`src/rtl/led_seq_ctrl_if.sv`:
```
// Signal bundle between the tick/key source and the green LED sequencer.
interface led_seq_ctrl_if #(
  parameter int LED_W = 8
);
  logic             tick;
  logic [3:0]       key_n;
  logic [LED_W-1:0] led_g;
  logic [1:0]       mode;
  logic             paused;
  logic             dir;

  modport master (output tick, key_n, input led_g, mode, paused, dir);
  modport slave  (input tick, key_n, output led_g, mode, paused, dir);
endinterface

```
`src/rtl/led_seq_ctrl.sv`:
```
// Green LED bank pattern sequencer: key-driven mode FSM (shift/bounce/blink/count)
// stepped by a clock-enable tick with pause, speed and direction control.
module led_seq_ctrl #(
  parameter int LED_W = 8,
  parameter int SPD_W = 2
) (
  input  logic           clk,
  input  logic           rst_n,
  led_seq_ctrl_if.slave  bus
);

  typedef enum logic [1:0] {
    M_SHIFT  = 2'd0,
    M_BOUNCE = 2'd1,
    M_BLINK  = 2'd2,
    M_COUNT  = 2'd3
  } mode_e;

  localparam logic [LED_W-1:0] LED_ONE = {{(LED_W-1){1'b0}}, 1'b1};
  localparam logic [LED_W-1:0] LED_TOP = {1'b1, {(LED_W-1){1'b0}}};

  logic [3:0]       r_key_s1, r_key_s2, r_key_d, r_press;
  mode_e            r_mode, w_mode_nxt;
  logic [LED_W-1:0] r_led, w_led_nxt;
  logic             r_dir, w_dir_nxt;
  logic             r_paused, w_paused_nxt;
  logic [SPD_W-1:0] r_speed, w_speed_nxt;
  logic [SPD_W-1:0] r_tick_cnt, w_cnt_nxt;
  logic             w_qual, w_step, w_deff, w_end_flip;

  function automatic logic [LED_W-1:0] init_pat(input mode_e m, input logic d);
    if ((m == M_SHIFT) || (m == M_BOUNCE)) return d ? LED_TOP : LED_ONE;
    return '0;
  endfunction

  // Keys: 2-flop synchronizer, falling-edge detect, then a registered press pulse
  always_ff @(posedge clk or negedge rst_n) begin
    if (!rst_n) begin
      r_key_s1 <= '1;
      r_key_s2 <= '1;
      r_key_d  <= '1;
      r_press  <= '0;
    end else begin
      r_key_s1 <= bus.key_n;
      r_key_s2 <= r_key_s1;
      r_key_d  <= r_key_s2;
      r_press  <= r_key_d & ~r_key_s2;
    end
  end

  always_ff @(posedge clk or negedge rst_n) begin
    if (!rst_n) begin
      r_mode     <= M_SHIFT;
      r_led      <= LED_ONE;
      r_dir      <= 1'b0;
      r_paused   <= 1'b0;
      r_speed    <= '1;
      r_tick_cnt <= '0;
    end else begin
      r_mode     <= w_mode_nxt;
      r_led      <= w_led_nxt;
      r_dir      <= w_dir_nxt;
      r_paused   <= w_paused_nxt;
      r_speed    <= w_speed_nxt;
      r_tick_cnt <= w_cnt_nxt;
    end
  end

  always_comb begin
    w_qual       = bus.tick & ~r_paused;
    w_step       = w_qual & (r_tick_cnt == r_speed);
    w_deff       = r_dir ^ r_press[3];
    w_end_flip   = (r_led[LED_W-1] & ~r_dir) | (r_led[0] & r_dir);
    w_mode_nxt   = r_mode;
    w_led_nxt    = r_led;
    w_dir_nxt    = w_deff;
    w_paused_nxt = r_paused ^ r_press[1];
    w_speed_nxt  = r_press[2] ? (r_speed - 1'b1) : r_speed;
    w_cnt_nxt    = r_tick_cnt;
    if (w_qual) w_cnt_nxt = w_step ? '0 : (r_tick_cnt + 1'b1);
    if (r_press[0] | r_press[2]) w_cnt_nxt = '0;

    if (r_press[0]) begin
      w_mode_nxt = mode_e'(r_mode + 2'd1);
      w_led_nxt  = init_pat(w_mode_nxt, w_deff);
    end else if (w_step) begin
      case (r_mode)
        M_SHIFT: w_led_nxt = w_deff ? {r_led[0], r_led[LED_W-1:1]}
                                    : {r_led[LED_W-2:0], r_led[LED_W-1]};
        M_BOUNCE: begin
          // End reflection is judged on the pre-step dir; a same-cycle reverse key then toggles it back
          if (w_end_flip) begin
            w_led_nxt = r_dir ? (LED_ONE << 1) : (LED_TOP >> 1);
            w_dir_nxt = ~r_dir ^ r_press[3];
          end else if (r_led[LED_W-1] & ~w_deff) begin
            w_led_nxt = LED_TOP >> 1;
            w_dir_nxt = 1'b1;
          end else if (r_led[0] & w_deff) begin
            w_led_nxt = LED_ONE << 1;
            w_dir_nxt = 1'b0;
          end else begin
            w_led_nxt = w_deff ? (r_led >> 1) : (r_led << 1);
          end
        end
        M_BLINK: w_led_nxt = ~r_led;
        default: w_led_nxt = w_deff ? (r_led - 1'b1) : (r_led + 1'b1);
      endcase
    end else if ((r_led == '0) && ((r_mode == M_SHIFT) || (r_mode == M_BOUNCE))) begin
      w_led_nxt = init_pat(r_mode, w_deff);
    end
  end

  assign bus.led_g  = r_led;
  assign bus.mode   = r_mode;
  assign bus.paused = r_paused;
  assign bus.dir    = r_dir;

endmodule
```
`src/flat_wrapper.sv`:
```
// flat-port wrapper written by rule: the top's interface ports become plain ports
module led_seq_ctrl_flat 
#(
  parameter int LED_W = 8,
  parameter int SPD_W = 2
)
  (clk, rst_n, bus_tick, bus_key_n, bus_led_g, bus_mode, bus_paused, bus_dir);
  led_seq_ctrl_if #(.LED_W(LED_W)) bus_i ();
  input  logic clk;
  input  logic rst_n;
  input wire logic [$bits(bus_i.tick)-1:0] bus_tick;
  input wire logic [$bits(bus_i.key_n)-1:0] bus_key_n;
  output wire logic [$bits(bus_i.led_g)-1:0] bus_led_g;
  output wire logic [$bits(bus_i.mode)-1:0] bus_mode;
  output wire logic [$bits(bus_i.paused)-1:0] bus_paused;
  output wire logic [$bits(bus_i.dir)-1:0] bus_dir;
  assign bus_i.tick = bus_tick;
  assign bus_i.key_n = bus_key_n;
  assign bus_led_g = bus_i.led_g;
  assign bus_mode = bus_i.mode;
  assign bus_paused = bus_i.paused;
  assign bus_dir = bus_i.dir;
  led_seq_ctrl #(.LED_W(LED_W), .SPD_W(SPD_W)) u_core (.clk(clk), .rst_n(rst_n), .bus(bus_i));
endmodule
```
`config.mk`:
```
export PLATFORM = sky130hd
export DESIGN_NAME = led_seq_ctrl_flat
export DESIGN_NICKNAME = d
export VERILOG_FILES = /design/src/rtl/led_seq_ctrl_if.sv /design/src/rtl/led_seq_ctrl.sv /design/src/flat_wrapper.sv
export SDC_FILE = /design/constraint.sdc
export NUM_CORES = 1
export LEC_CHECK = 0
export BUFFER_PORTS_ARGS = -buffer_cell sky130_fd_sc_hd__buf_4
export CAP_MARGIN = 10
export CORE_MARGIN = 2
export CORE_UTILIZATION = 58
export DETAILED_ROUTE_END_ITERATION = 6
export GPL_TIMING_DRIVEN = 0
export PLACE_DENSITY = 0.78
export REMOVE_ABC_BUFFERS = 1
export SLEW_MARGIN = 20
export SYNTH_ARGS = -nofsm -noshare
export SYNTH_HDL_FRONTEND = slang
export SYNTH_SLANG_ARGS = --single-unit
```
`constraint.sdc`:
```
create_clock -name clk -period 3.3 [get_ports clk]
set_clock_uncertainty 0.2 [all_clocks]
set_input_delay 0 -clock clk [delete_from_list [all_inputs] [get_ports clk]]
set_output_delay 0 -clock clk [all_outputs]
set_load 0.01 [all_outputs]
```
# Word-level counts from Yosys, hierarchy flattened
# Cells that the tools add are included.
[word_totals]
register_bits = 32
latch_bits = 0
ramBits = 0
rom_bits = 0
inputBits = 7
output_inout_bits = 12
word_cells = 75
memories = 0
[op_classes]
n_addsub = 5
n_mul = 0
div = 0
n_lt_le_gt_ge = 0
n_eq_ne = 4
shifts = 0
n_mux = 31
bitwise = 17
reduce_logical = 8
[ops]
columns = ["operator", "count"]
rows = [
  ["$mux 8", 14],
  ["$pmux 8 s3", 1],
  ["$mux 1", 12],
  ["$add 8x1->8 const B", 1],
  ["$logic_not 8->1", 1],
  ["$not 8->8", 1],
  ["$sub 8x1->8 const B", 1],
  ["$mux 7", 1],
  ["$and 1x1->1", 6],
  ["$mux 2", 3],
  ["$add 2x1->2 const B", 2],
  ["$and 4x4->4", 1],
  ["$eq 2x1->1 const B", 2],
  ["$logic_not 2->1", 2],
  ["$not 4->4", 1],
  ["$not 1->1", 3],
  ["$reduce_bool 3->1", 1],
  ["$xor 1x1->1", 3],
  ["$eq 2x2->1", 1],
  ["$eq 2x2->1 const B", 1],
  ["$logic_or 1x1->1", 2],
  ["$or 1x1->1", 2],
  ["$reduce_bool 2->1", 1],
  ["$sub 2x1->2 const B", 1],
  ["$logic_and 1x1->1", 1],
]

# Depth between registers and ports, before layout
[depth]
word_depth = 10
mapped_depth = 11

# Least setup slack after synthesis
# Ideal clock, no wire load.
[synth_timing]
path_type = "register -> register"
startpoint = "register u_core.r_dir, in the netlist u_core.bus.dir"
endpoint = "register u_core.r_led[6], in the netlist u_core.bus.led_g[6]"
setup_time_ps = 137
arrival_time_ps = 2552
required_time_ps = 2963
slack_ps = 410
path_stages_with_launch = 12
n_path_buf = 2
synth_period_minus_slack_ps = 2890
cell_sequence = "dfrtp_1 > buf_2 > xnor2_4 > buf_4 > inv_1 > ha_1 > nor2b_1 > o31a_1 > or4_1 > a31oi_1 > or3b_1 > a21oi_1"
[synth_via]
elab_chain_cells = 8
word_cells_on_any_way = 18
classes_between = "mux: 10; bitwise: 8"
[synth_rtl]
columns = ["element", "line", "source"]
rows = [
  ["start: declaration", "led_seq_ctrl.sv:25", "logic r_dir, w_dir_nxt;"],
  ["start signal: assignment", "led_seq_ctrl.sv:62", "r_dir <= w_dir_nxt;"],
  ["$xor 1x1->1", "led_seq_ctrl.sv:72", "w_deff = r_dir ^ r_press[3];"],
  ["$mux 8 (tied with other cells)", "led_seq_ctrl.sv:102", "w_led_nxt = w_deff ? (r_led >> 1) : (r_led << 1);"],
  ["$mux 8 or $and 1x1->1 (tied branches)", "led_seq_ctrl.sv:98, led_seq_ctrl.sv:95", ""],
  ["$mux 8", "led_seq_ctrl.sv:95", "end else if (r_led[LED_W-1] & ~w_deff) begin"],
  ["$mux 8", "led_seq_ctrl.sv:92", "if (w_end_flip) begin"],
  ["$pmux 8 s3 *", "led_seq_ctrl.sv:87", "case (r_mode)"],
  ["$mux 8 *", "led_seq_ctrl.sv:86", "end else if (w_step) begin"],
  ["$mux 8 *", "led_seq_ctrl.sv:83", "if (r_press[0]) begin"],
  ["end signal: assignment", "led_seq_ctrl.sv:61", "r_led <= w_led_nxt;"],
  ["end: declaration", "led_seq_ctrl.sv:24", "logic [LED_W-1:0] r_led, w_led_nxt;"],
]
# Mark *: on every way between the ends. The rest lies on a longest branch, timed or not.
# A chain may end at the register's enable or synchronous reset.

# Final worst setup path
# Ends and elaborated chain as after synthesis.

==> metrics.md <==
| Metric | Value |
|---|---|
| WL/cell | `between 15 and 20 um` |
| Fin cells | `between 200 and 300` |
| H-tree levels | `2` |
| Commonest non-fill, non-tap cell in the layout | `buf_4` |
| Static Leak | `~1 nW` |
| Final TNS setup | `0 ns` |
| Share of the synthesized area in the top cell type | `22.2%` |
| Total number of vias | `between 1500 and 2000` |
| CP Launch Type | `flip-flop` |
| Number of synthesized flops with an enable pin | `0` |
| DRT Pass-1 Iters | `5` |
| Crit path cell chain | `xnor2_4, inv_1, ha_1, nor2b_1, o31a_1, or4_1, a31oi_1, or3b_1, a21oi_1` |
| Initial detailed-routing violation count | `around 140` |
| Hold Path Class | `in -> async` |
| Critical path arrival | `about 2.9 ns` |
| Total gr overflow | `0` |
| Antenna violations before repair | `0` |
| First-pass GRT wire length | `a little under 7000 um` |
| Rows | `20` |
| Core Area | `~3100 um^2` |
| Die footprint | `~3800 um^2` |
| WP data required | `approximately 3.3 ns` |
| I/O Buffers | `18` |
| Post-Synth XOR/XNOR Area | `6.91%` |
| Cell Pwr Density | `988 nW/um^2` |
| Clk network pwr share | `about a tenth` |
| Chip height | `a little over 60 um` |
| Yosys warns | `0` |
| Rel. slew slack | `~44%` |
| Setup violations, final | `0` |
| Io pins | `19` |
| Post-synth ARST share | `100%` |
| Largest net degree at the start of global routing | `20` |
| CP Class | `reg -> reg` |
| Cells after synthesis | `a little under 200` |
| Vias per inst | `6.00` |
| Status | `complete, no violations` |
| Hpwl dp | `approximately 2800 um` |
| Sw Share | `44.9%` |
| Routability cong. | `0.888` |
| Comb pwr share | `57.7%` |
| Clock transition at path regs | `about 0.10 ns` |
| Die W | `around 62 um` |
| Number of diodes | `0` |
| Maximum vdd drop | `between 0.0004 and 0.0005 V` |
| Synth Register Bits | `32` |
| Largest stage delay, worst path | `roughly 0.52 ns` |
| GRT Total Usage | `25.1%` |
| Final min period | `~2.9 ns` |
| Max Clock Freq | `around 0.34 GHz` |
| Unrepaired setup endpoints after global routing | `false` |
| Total chip power | `~2.2 mW` |
| Final Hold Viols | `0` |
| Sink Count | `32` |
| Max-slew violations | `0` |
| Synth Area in Compound Gates | `20.2%` |
| Synth Area in Simple Gates | `13.6%` |
| Clk buf depth | `2` |
| Nets | `roughly 240` |
| Area share of fa/ha/maj cells after synthesis | `about 7.6%` |
| Top cell type by total area after synthesis | `dfrtp_1` |
| Mux cell area share after synthesis | `under 10%` |
| Clk root buf | `clkbuf_4` |
| Number of library cell types mapped by synthesis | `49` |
| Setup crit end kind | `flip-flop` |
| Clock latency on the worst-skew pair | `0.34 ns` |
| Slew @ Worst Pin | `about 0.83 ns` |
| Max Cap Violations | `0` |
| Switching pwr | `between 0.9 and 1 mW` |
| Hold Slack | `roughly 0.05 ns` |
| Largest family of logic cells by synthesized area | `compound AO/OA/AOI/OAI gates` |
| Top_reg_cell synth | `dfrtp_1` |
| Placed cell count | `245` |
| WL final | `approximately 4100 um` |
| P&R area growth vs syn | `16.1%` |
| Initial Utilization | `between 60% and 70%` |
| Post-route DRC violation count | `0` |
| Final ANT Viol Nets | `0` |
| CTS tree | `yes` |
| Worst reg-to-reg path cell count | `9` |
| CTS Buf Count | `5` |
| Slowest stage cell, crit path | `dfrtp_1` |
| Post-synthesis sequential area ratio | `a little over two fifths` |
| CTS resizes | `0` |
| Tcrit/Tclk final | `between 80% and 90%` |
| P_int | `around 1.2 mW` |
| Seq pwr share | `31.9%` |
| Top cells by area, synth | `dfrtp_1, dfstp_2, ha_1, a21oi_1, mux2i_1` |
| Vias in the first global route | `approximately 1500` |
| Mapped Avg Cell Area | `9.94 um^2` |
| Layout cells sized above 1 | `between 20% and 30%` |
| Post-Syn Area | `1920 um^2` |
| Most frequent cells in the layout | `buf_4, a21oi_1, dfrtp_1` |
| Fill count | `about 250` |
| Largest fanout on the critical path | `9` |
[sequential cells by signal (all words and copies together) (netlist names)]
| name | count |
|---|---|
| u_core.bus.led_g | 8 |
| u_core.r_key_d | 4 |
| u_core.r_key_s1 | 4 |
| u_core.r_key_s2 | 4 |
| u_core.r_press | 4 |
| u_core.bus.mode | 2 |
| u_core.r_speed | 2 |
| u_core.r_tick_cnt | 2 |
| u_core.bus.dir | 1 |
| u_core.bus.paused | 1 |
[worst max-delay path, delay by kind of cell (launching register included)]
kind / cells / cell delay [ns]
simple gates: 3 / 0.73
compound gates: 3 / 0.53
flops: 1 / 0.52
fa+ha+maj: 1 / 0.36
xor+xnor: 1 / 0.27
buf+inv: 1 / 0.16
[routing by layer]
layer / part of all wire, % / vias to the layer above / track usage (%)
met5: 0 / - / 0
met4: 1.7 / 0 / 9.73
li1: - / 747 / -
met2: 50 / 62 / 41.2
met3: 5.5 / 7 / 5.46
met1: 43 / 768 / 32.6
[metrics by stage]
stage	utilization, %	setup WS, ns	area (um^2)
after floorplan	-	0.400	1880
after global placement	66.6	0.145	2070
after CTS	70.8	0.00767	2200
final	71.8	0.394	2230
after global routing	71.8	0.308	2230
after detailed placement	66.6	0.0141	2070
[power groups by stage]
stage / registers, mW / logic [mW] / clock network [mW]
after CTS: 0.697 / 1.23 / 0.240
after detailed placement: 0.703 / 1.20 / 0
after global routing: 0.719 / 1.39 / 0.255
after global placement: 0.692 / 1.15 / 0
final: 0.702 / 1.27 / 0.230
after floorplan: 0.687 / 0.871 / 0
[cell usage after synthesis (all sizes together) (2+ instances only)]
cell type	count
a211oi	4
a21o	4
a21oi	17
a31oi	3
a32oi	2
buf	3
clkbuf	7
dfrtp	17
dfstp	15
ha	10
inv	9
mux2	2
mux2i	7
nand2	10
nand2b	2
nand3	3
nand3b	2
nor2	12
nor2b	5
nor3	5
nor4	2
o211ai	3
o21ai	11
o21bai	2
o22ai	4
o31ai	2
xnor2	6
xor2	7
[final cells by class]
type	count	area (um^2)	area share, %
well taps	44	55.1	2.47
clock inverters	2	10.0	0.449
clock buffers	6	51.3	2.30
repair buffers	29	235	10.6
multi-input cells	142	1020	45.9
flip-flops and latches	32	820	36.8
inverters	9	33.8	1.52
[what timing repair did]
action                                  CTS  global route
hold buffers                              7             0
buffers inserted                          0             4
hold endpoints to repair                 38             0
endpoints found under the setup margin    0             1
[worst paths after layout]
path,start,end,slack (ns)
worst max-delay path,u_core.bus.dir,u_core.bus.led_g[6],0.39
worst min-delay path,rst_n,u_core.r_speed[0],0.05
worst max register to register,u_core.bus.dir,u_core.bus.led_g[6],0.39
worst min register to register,u_core.r_key_s1[3],u_core.r_key_s2[3],0.16
max in group asynchronous,rst_n,u_core.r_press[0],1.62
min in group clk,bus_key_n[0],u_core.r_key_s1[0],0.12
[cells by family (layout without fill, tap and decap cells)]
family	count (synthesis)	after routing
buffers and inverters	19	46
xor gates and xnor gates	13	13
muxes	9	9
and+or+nand+nor	49	49
DFF	32	32
adders and majority gates	11	11
AOI/OAI and AO/OA	60	60
(Power assumes the default switching activity.)
